`src/rtl/align_pkg.sv`:
```
// Shared constants and types for the local-alignment traceback path.
package align_pkg;

    localparam int unsigned SEQ_LENGTH      = 32;
    localparam int unsigned NUM_PE_IN_PU    = 4;
    localparam int unsigned DIAGONAL_LENGTH = SEQ_LENGTH / 2;
    localparam int unsigned NUM_DIAGONALS   = 2 * DIAGONAL_LENGTH - 1;

    localparam int unsigned COORD_W    = $clog2(SEQ_LENGTH);
    localparam int unsigned DIAG_W     = $clog2(NUM_DIAGONALS);
    localparam int unsigned PU_W       = $clog2(DIAGONAL_LENGTH);
    localparam int unsigned PE_W       = $clog2(NUM_PE_IN_PU);
    localparam int unsigned PATH_LEN_W = 6;

    typedef logic [COORD_W-1:0] coord_t;

    typedef enum logic [1:0] {
        DIR_STOP = 2'b00,
        DIR_DIAG = 2'b01,
        DIR_UP   = 2'b10,
        DIR_LEFT = 2'b11
    } dir_t;

    typedef enum logic [2:0] {
        IDLE = 3'd0,
        RD   = 3'd1,
        CAP  = 3'd2,
        EMIT = 3'd3,
        DONE = 3'd4
    } tb_state_t;

    // True when the move would step off the top or left edge of the grid.
    function automatic logic move_hits_edge(dir_t d, coord_t row, coord_t col);
        logic row_zero;
        logic col_zero;
        row_zero = (row == '0);
        col_zero = (col == '0);
        case (d)
            DIR_DIAG: move_hits_edge = row_zero || col_zero;
            DIR_UP:   move_hits_edge = row_zero;
            DIR_LEFT: move_hits_edge = col_zero;
            default:  move_hits_edge = 1'b1;
        endcase
    endfunction

endpackage

```
`src/rtl/cell_addr_map.sv`:
```
// Maps a grid cell (row, col) onto the PU diagonal, PU index and PE slot
// of the 2x2-PE array; also used for score-memory addressing.
module cell_addr_map
    import align_pkg::*;
(
    input  coord_t              i_row,
    input  coord_t              i_col,
    output logic [DIAG_W-1:0]   o_diag,
    output logic [PU_W-1:0]     o_pu,
    output logic [PE_W-1:0]     o_pe
);

    assign o_diag = DIAG_W'(i_row >> 1) + DIAG_W'(i_col >> 1);
    assign o_pu   = PU_W'(i_row >> 1);
    assign o_pe   = {i_row[0], i_col[0]};

endmodule

```
`src/rtl/traceback_walker.sv`:
```
// Walks the alignment path backwards from the max-score cell, reading one
// direction code per cell and streaming each step over valid/ready.
module traceback_walker
    import align_pkg::*;
(
    input  logic                  clk,
    input  logic                  rst_n,
    input  logic                  start_of_traceback,
    input  logic [COORD_W-1:0]    max_row,
    input  logic [COORD_W-1:0]    max_col,
    input  logic                  abort,
    output logic                  rd_en,
    output logic [DIAG_W-1:0]     choose_diagonal,
    output logic [PU_W-1:0]       choose_pu,
    output logic [PE_W-1:0]       choose_pe,
    input  logic [1:0]            dir_in,
    output logic                  step_vld,
    input  logic                  step_rdy,
    output logic [1:0]            step_dir,
    output logic [COORD_W-1:0]    step_row,
    output logic [COORD_W-1:0]    step_col,
    output logic [COORD_W-1:0]    next_row,
    output logic [COORD_W-1:0]    next_col,
    output logic                  busy,
    output logic                  finished,
    output logic [PATH_LEN_W-1:0] path_len
);

    tb_state_t              r_state;
    coord_t                 r_cur_row;
    coord_t                 r_cur_col;
    dir_t                   r_dir_q;
    logic [PATH_LEN_W-1:0]  r_path_len;
    logic                   r_rd_en;
    logic                   r_step_vld;
    logic                   r_busy;
    logic                   r_finished;

    dir_t                   w_dir_in;
    logic                   w_hits_edge;

    assign w_dir_in    = dir_t'(dir_in);
    assign w_hits_edge = move_hits_edge(r_dir_q, r_cur_row, r_cur_col);

    cell_addr_map u_cell_addr_map (
        .i_row  (r_cur_row),
        .i_col  (r_cur_col),
        .o_diag (choose_diagonal),
        .o_pu   (choose_pu),
        .o_pe   (choose_pe)
    );

    // Sequencer: RD -> CAP -> EMIT per cell; abort overrides every state.
    always_ff @(posedge clk or negedge rst_n) begin
        if (!rst_n) begin
            r_state    <= IDLE;
            r_cur_row  <= '0;
            r_cur_col  <= '0;
            r_dir_q    <= DIR_STOP;
            r_path_len <= '0;
            r_rd_en    <= 1'b0;
            r_step_vld <= 1'b0;
            r_busy     <= 1'b0;
            r_finished <= 1'b0;
        end else if (abort) begin
            r_state    <= IDLE;
            r_rd_en    <= 1'b0;
            r_step_vld <= 1'b0;
            r_busy     <= 1'b0;
            r_finished <= 1'b0;
        end else begin
            case (r_state)
                IDLE: begin
                    r_finished <= 1'b0;
                    if (start_of_traceback) begin
                        r_cur_row  <= max_row;
                        r_cur_col  <= max_col;
                        r_path_len <= '0;
                        r_rd_en    <= 1'b1;
                        r_busy     <= 1'b1;
                        r_state    <= RD;
                    end
                end
                RD: begin
                    r_rd_en <= 1'b0;
                    r_state <= CAP;
                end
                CAP: begin
                    r_dir_q <= w_dir_in;
                    if (w_dir_in == DIR_STOP) begin
                        r_finished <= 1'b1;
                        r_state    <= DONE;
                    end else begin
                        r_step_vld <= 1'b1;
                        r_state    <= EMIT;
                    end
                end
                EMIT: begin
                    if (step_rdy) begin
                        r_step_vld <= 1'b0;
                        if (r_path_len != '1) begin
                            r_path_len <= r_path_len + PATH_LEN_W'(1);
                        end
                        if (w_hits_edge) begin
                            r_finished <= 1'b1;
                            r_state    <= DONE;
                        end else begin
                            if (r_dir_q != DIR_LEFT) begin
                                r_cur_row <= r_cur_row - COORD_W'(1);
                            end
                            if (r_dir_q != DIR_UP) begin
                                r_cur_col <= r_cur_col - COORD_W'(1);
                            end
                            r_rd_en <= 1'b1;
                            r_state <= RD;
                        end
                    end
                end
                DONE: begin
                    r_finished <= 1'b0;
                    r_busy     <= 1'b0;
                    r_state    <= IDLE;
                end
                default: begin
                    r_rd_en    <= 1'b0;
                    r_step_vld <= 1'b0;
                    r_busy     <= 1'b0;
                    r_finished <= 1'b0;
                    r_state    <= IDLE;
                end
            endcase
        end
    end

    assign rd_en    = r_rd_en;
    assign step_vld = r_step_vld;
    assign step_dir = r_dir_q;
    assign step_row = r_cur_row;
    assign step_col = r_cur_col;
    assign next_row = r_cur_row;
    assign next_col = r_cur_col;
    assign busy     = r_busy;
    assign finished = r_finished;
    assign path_len = r_path_len;

endmodule

```
`config.mk`:
```
export PLATFORM = sky130hd
export DESIGN_NAME = traceback_walker
export DESIGN_NICKNAME = d
export VERILOG_FILES = /design/src/rtl/align_pkg.sv /design/src/rtl/cell_addr_map.sv /design/src/rtl/traceback_walker.sv
export SDC_FILE = /design/constraint.sdc
export NUM_CORES = 1
export LEC_CHECK = 0
export CAP_MARGIN = 5
export CORE_MARGIN = 8
export CORE_UTILIZATION = 43
export DETAILED_ROUTE_END_ITERATION = 10
export PLACE_DENSITY = 0.77
export RECOVER_POWER = 100
export SYNTH_ARGS = -nofsm -noshare
export SYNTH_HDL_FRONTEND = slang
export SYNTH_HIERARCHICAL = 1
export SYNTH_SLANG_ARGS = --single-unit
export TNS_END_PERCENT = 100
```
`constraint.sdc`:
```
create_clock -name clk -period 2 [get_ports clk]
set_input_delay 0.3 -clock clk [delete_from_list [all_inputs] [get_ports clk]]
set_output_delay 0.3 -clock clk [all_outputs]
set_load 0.03 [all_outputs]
```
### Yosys cells after proc, flatten, opt, wreduce, memory -nomap -nowiden

Cells that the tools add are included.

* register bits after elaboration: 25
* bits in latches: 0
* RAM bits: 0
* bits in read-only memories: 0
* input port bits: 17
* output and inout bits: 43
* logic and storage cells: 95
* memories: 0

* add/subtract/negate cells: 4
* multipliers: 0
* divide/modulo/power cells: 0
* order comparisons: 0
* equal/unequal tests: 26
* shift-type cells: 0
* muxes and demuxes: 37
* bitwise logic cells: 1
* reductions and logical operators: 18

Operator list (count)
* two-way mux 5 bit: 8
* one-hot mux 5 bit (2 select lines): 2
* two-way mux 6 bit: 3
* != test 2 bit (second input constant): 9
* != test 3 bit (second input constant): 6
* two-way mux 3 bit: 5
* two-way mux 1 bit: 12
* one-hot mux 1 bit (3 select lines): 4
* one-hot mux 3 bit (4 select lines): 1
* one-hot mux 6 bit (2 select lines): 1
* AND reduction 6 bit: 2
* zero test 5 bit: 2
* subtractor 5 x 1 -> 5 bit (second input constant): 2
* AND reduction 4 bit: 2
* adder 6 x 1 -> 6 bit (second input constant): 1
* == test 3 x 2 -> 1 bit (second input constant): 2
* != test 2 x 1 -> 1 bit (second input constant): 3
* != test 6 bit (second input constant): 1
* AND reduction 2 bit: 3
* OR reduction 3 bit: 2
* adder 4 x 4 -> 5 bit: 1
* AND reduction 5 bit: 1
* == test 2 bit (second input constant): 2
* == test 3 x 1 -> 1 bit (second input constant): 1
* 10 further kinds: 10

### Depth between registers and ports, before layout

* depth after elaboration: 7
* gate-level depth with buffers: 8
* depth with buffers taken out: 6

### Cells and area by module

Netlist, hierarchy kept.

By module, submodules not included
* traceback_walker: instances 1, cells each 191, area an instance 1765.4 um2, sequential area each 625.6 um2
* cell_addr_map: instances 1, cells each 22, area an instance 181.4 um2, sequential area each 0.0 um2

### Worst setup path after synthesis

No wires, ideal clock.

* path kind: flip-flop to flip-flop
* start: reg r_cur_row[0], in the netlist next_row[0]
* end: reg r_cur_col[0], in the netlist next_col[0]
* setup time: 0.123 ns
* arrival time: 1.987 ns
* data required time: 1.877 ns
* setup slack: -0.110 ns
* cell stages (with the launch flop): 9
* buffers on the path: 2
* clock period less this slack: 2.110 ns
* path through: dfrtp_1 > inv_1 > ha_1 > or4b_1 > buf_6 > o211ai_2 > buf_4 > a21oi_1 > o221a_1

* longest elaborated chain between the ends: 5

RTL lines
* from (decl): line traceback_walker.sv:30 `coord_t r_cur_row;`
* from (signal assigned): line traceback_walker.sv:76 `r_cur_row <= max_row;`
* from (signal assigned): line traceback_walker.sv:109 `r_cur_row <= r_cur_row - COORD_W'(1);`
* zero test 5 bit *: line align_pkg.sv:36 `row_zero = (row == '0);`
* logical OR 1 bit: line align_pkg.sv:39 `DIR_DIAG: move_hits_edge = row_zero || col_zero;`
* one-hot mux 1 bit (3 select lines) *: line align_pkg.sv:38 `case (d)`
* != test 2 bit (no line) *
* AND reduction 6 bit (no line) *
* to (signal assigned): line traceback_walker.sv:77 `r_cur_col <= max_col;`
* to (signal assigned): line traceback_walker.sv:112 `r_cur_col <= r_cur_col - COORD_W'(1);`
* to (decl): line traceback_walker.sv:31 `coord_t r_cur_col;`

Every way passes the cells marked *; elsewhere a longest branch is shown, timed or not.
A chain may end at the register's enable or synchronous reset.

### Final worst setup path

* start: reg r_cur_row[1], in the netlist next_row[1]
* end: out choose_diagonal[2]

* longest elaborated chain between the ends: 1

RTL lines
* adder 4 x 4 -> 5 bit: line cell_addr_map.sv:13 `assign o_diag = DIAG_W'(i_row >> 1) + DIAG_W'(i_col >> 1);`
* to (decl): line traceback_walker.sv:13 `output logic [DIAG_W-1:0] choose_diagonal,`

Every way passes these cells.

==> results.tsv <==
stage	metric	value	unit
die	fp.dieArea	6940	sq um
final_layout	fin_nets	312	
final_layout	drive_gt1_share	23.2	%
synthesis	ys.flop_type	dfrtp_1	
detailed_routing	drc	0	
final_layout	fillers	383	
clock_tree	clkLatencyLatePin	270	ps
clock_tree	cts_made_buffers	3	
critical_path	path_buf_inv	4	
final_layout	area_delta_synth_final	42.5	%
critical_path	crit_top_cell	buf_6	
critical_path	worstPathMaxFanout	2	
detailed_routing	routed-via-count	1941	
timing	fin_setup_tns	0	ps
synthesis	ys_seq_area_share	32.1	%
hold_path	hold_class	reg2reg	
timing	clock-skew-final	5.19	ps
clock_tree	cts_sinks	25	
critical_path	cp.arrival	1700	ps
synthesis	synthCells	213	
die	fp.dieH	83.3	um
die	die_x	83.3	um
synthesis	syn_area	1950	sq um
critical_path	cp_slowest_stage_delay	380	ps
timing	fmax	500	MHz
critical_path	crit_chain	buf_6 > ha_4 > inv_2 > fa_2 > buf_4 > xnor2_2 > buf_6	
die	core-area	4350	sq um
clock_tree	htree_num_levels	1	
global_route	grtUsageTotal	15.1	%
critical_path	reg2reg_setup_slack	70	ps
global_route	grt_pass1_vias	1919	
synthesis	yosysWarnings	6	
placement	place_hpwl	4.15	mm
global_route	grt_first_pass_wirelength	9.08	mm
synthesis	synth_seq_cells	25	
run_status	status	finished, final reports clean	
placement	gp_congestion	0.880	
detailed_routing	dr.pass1.iters	4	
critical_path	cp-end-kind	output pin	
timing	finalHoldViolCount	0	
critical_path	worstRegToRegCells	7	
synthesis	syn-num-nets	240	
timing	slew_violations	0	
global_route	grt.overflow.total	0	
power	pwr_density_cell	1210	nW/um^2
placement	io_buffers	59	
timing	report.final.setup_viol	0	
critical_path	r2r_start	next_row[1]$_DFFE_PN0P_	
detailed_routing	routedWlPerCell	16.6	um
critical_path	cp-endpoint	choose_diagonal[2]	
synthesis	postSynth.asyncResetShare	100	%
die	fp-row-count	24	
clock_tree	cts_buffer_depth	2	
timing	period_needed	2000	ps
synthesis	avgSynthCellArea	9.14	sq um
clock_tree	cts_root_buf	clkbuf_8	
clock_tree	clk_pin_slew	80	ps
synthesis	netlist-cell-type-count	62	
clock_tree	tritoncts	built	
synthesis	synth.top_cell.area_share	32.1	%
timing	rsz0062_at_grt	yes	
critical_path	r2r_end	next_row[0]$_DFFE_PN0P_	
final_layout	antenna_cells	0	
job	maxCapViolations	0	
synthesis	synth_top_cell_by_area	dfrtp_1	
power	p_total	0.00335	W
critical_path	cp_slowest_cell	dfrtp_2	
synthesis	ys_top_cells_by_count	25 x dfrtp_1, 18 x buf_4, 14 x nor2_1	
critical_path	cp-startpoint	next_row[1]$_DFFE_PN0P_	
detailed_routing	drt_iter0_drc	84	
global_route	grt_max_degree	26	
synthesis	synthTopCellsByArea	dfrtp_1 32%, buf_4 6.9%, ha_1 5.8%, nand3_1 2.8%, nor2_1 2.7%	
critical_path	crit_family	adder cells	
timing	maxSlewHeadroom	57.2	%
detailed_routing	ant_nets	0	
detailed_routing	routed_via_density	5.78	
critical_path	required	1700	ps
timing	finalCritPeriodShare	100	%
global_route	antenna_found_initial	0	
power	ir_drop	621	uV
critical_path	start_kind	register	
timing	tightest_slew	642	ps
synthesis	yosysMostFrequentCell	dfrtp_1	
synthesis	synth-edff-count	0	
die	start_util	44.7	%
hold_path	hold_start	busy$_DFFE_PN0P_	
die	io_pins	60	
power	p_leak	1.16	nW
critical_path	crit_type	reg2out	
detailed_routing	drt_wl_total	5.58	mm
critical_path	cp.depth	7	
-- power breakdown --
part | leakage [nW] | switching (W) | internal (W)
clock network | 0.0228 | 0.000159 | 0.000143
registers | 0.313 | 0.000138 | 0.000603
logic | 0.829 | 0.00128 | 0.00103
total | 1.16 | 0.00158 | 0.00177
-- layout make-up --
type / instances / area, sq um / share of cell area [%]
multi-input combinational: 148 / 1120 / 40.4
timing repair buffer: 96 / 873 / 31.5
sequential: 25 / 629 / 22.7
tap: 52 / 65.1 / 2.34
clock buffer: 4 / 45.0 / 1.62
inverter: 11 / 41.3 / 1.49
-- worst min-delay path by stage --
stage / cells past startpoint / slack [ps] / endpoint
detailed placement: 2 / 500 / busy$_DFFE_PN0P_
global route: 2 / 540 / busy$_DFFE_PN0P_
CTS: 2 / 420 / path_len[4]$_DFFE_PN0P_
finish: 2 / 510 / busy$_DFFE_PN0P_
floorplan: 0 / 4 / busy$_DFFE_PN0P_
global placement: 2 / 500 / busy$_DFFE_PN0P_
-- repair_timing --
item                       in CTS  in global routing
gates cloned                    0                  0
hold buffers                    0                  0
setup endpoints to repair       7                 13
pin swaps                       3                  6
buffers inserted                5                  4
resized for setup              12                 11
-- tightest hold or removal path: stages (launching register included) --
cell and delay, ps:
dfrtp_1 360, nor2_1 50, nor2_1 70
-- layer usage --
metal	share of wire, %	wire length, um	GRT usage, %	up-vias
met5	0	0	0	-
met1	44	2450	18.6	943
met4	0.72	40	3.99	0
met3	7.6	425	4.39	5
met2	48	2660	24.8	78
li1	-	-	-	915
-- kinds of logic after synthesis --
logic type	count (synthesis)	share of synthesized area (%)
AND/OR/NAND/NOR	72	21.7
AO/OA/AOI/OAI	57	21.1
buffers and inverters	40	13.6
flip-flops	25	32.1
adder cells (fa/ha/maj)	10	6.81
multiplexers	6	3.28
XOR/XNOR	3	1.35
-- state kept, by name (all words and copies together) (netlist names) --
register and cells:
busy 1, finished 1, path_len 6, next_col 5
step_dir 2, next_row 5, r_state 3, step_vld 1
rd_en 1
-- placed cells by master, fill, tap and decap left out, drive strengths merged, types with 2 or more instances in the layout --
master | netlist | routed
ha | 9 | 9
nor3 | 5 | 5
nor2b | 3 | 3
nand2b | 2 | 2
and3 | 3 | 3
a211oi | 2 | 2
clkbuf | 7 | 8
inv | 11 | 11
a21oi | 11 | 11
o21ai | 11 | 11
nor2 | 14 | 14
nand3 | 11 | 11
nand2 | 9 | 9
o22ai | 4 | 4
nand3b | 2 | 2
dfrtp | 25 | 25
o211ai | 7 | 7
nand4 | 5 | 5
or4b | 4 | 4
o31ai | 2 | 2
o221a | 2 | 2
clkdlybuf4s50 | 0 | 23
mux2i | 3 | 3
or3 | 3 | 3
mux2 | 3 | 3
o311ai | 2 | 2
buf | 22 | 37
and2 | 3 | 3
dlygate4sd3 | 0 | 31
xnor2 | 2 | 2
or2 | 2 | 2
-- stage by stage --
stage	area, sq um	hold WS (ps)	utilization [%]	setup WS [ps]	cells
CTS	2710	417	62.2	-45.7	332
detailed placement	2590	496	59.5	-23.6	323
global placement	2590	495	59.5	-2.72	323
global route	2780	544	63.7	-58.2	336
finish	2780	506	63.7	0.697	336
floorplan	1960	4.41	-	-23.0	213
Power figures use the tool's default switching activity.
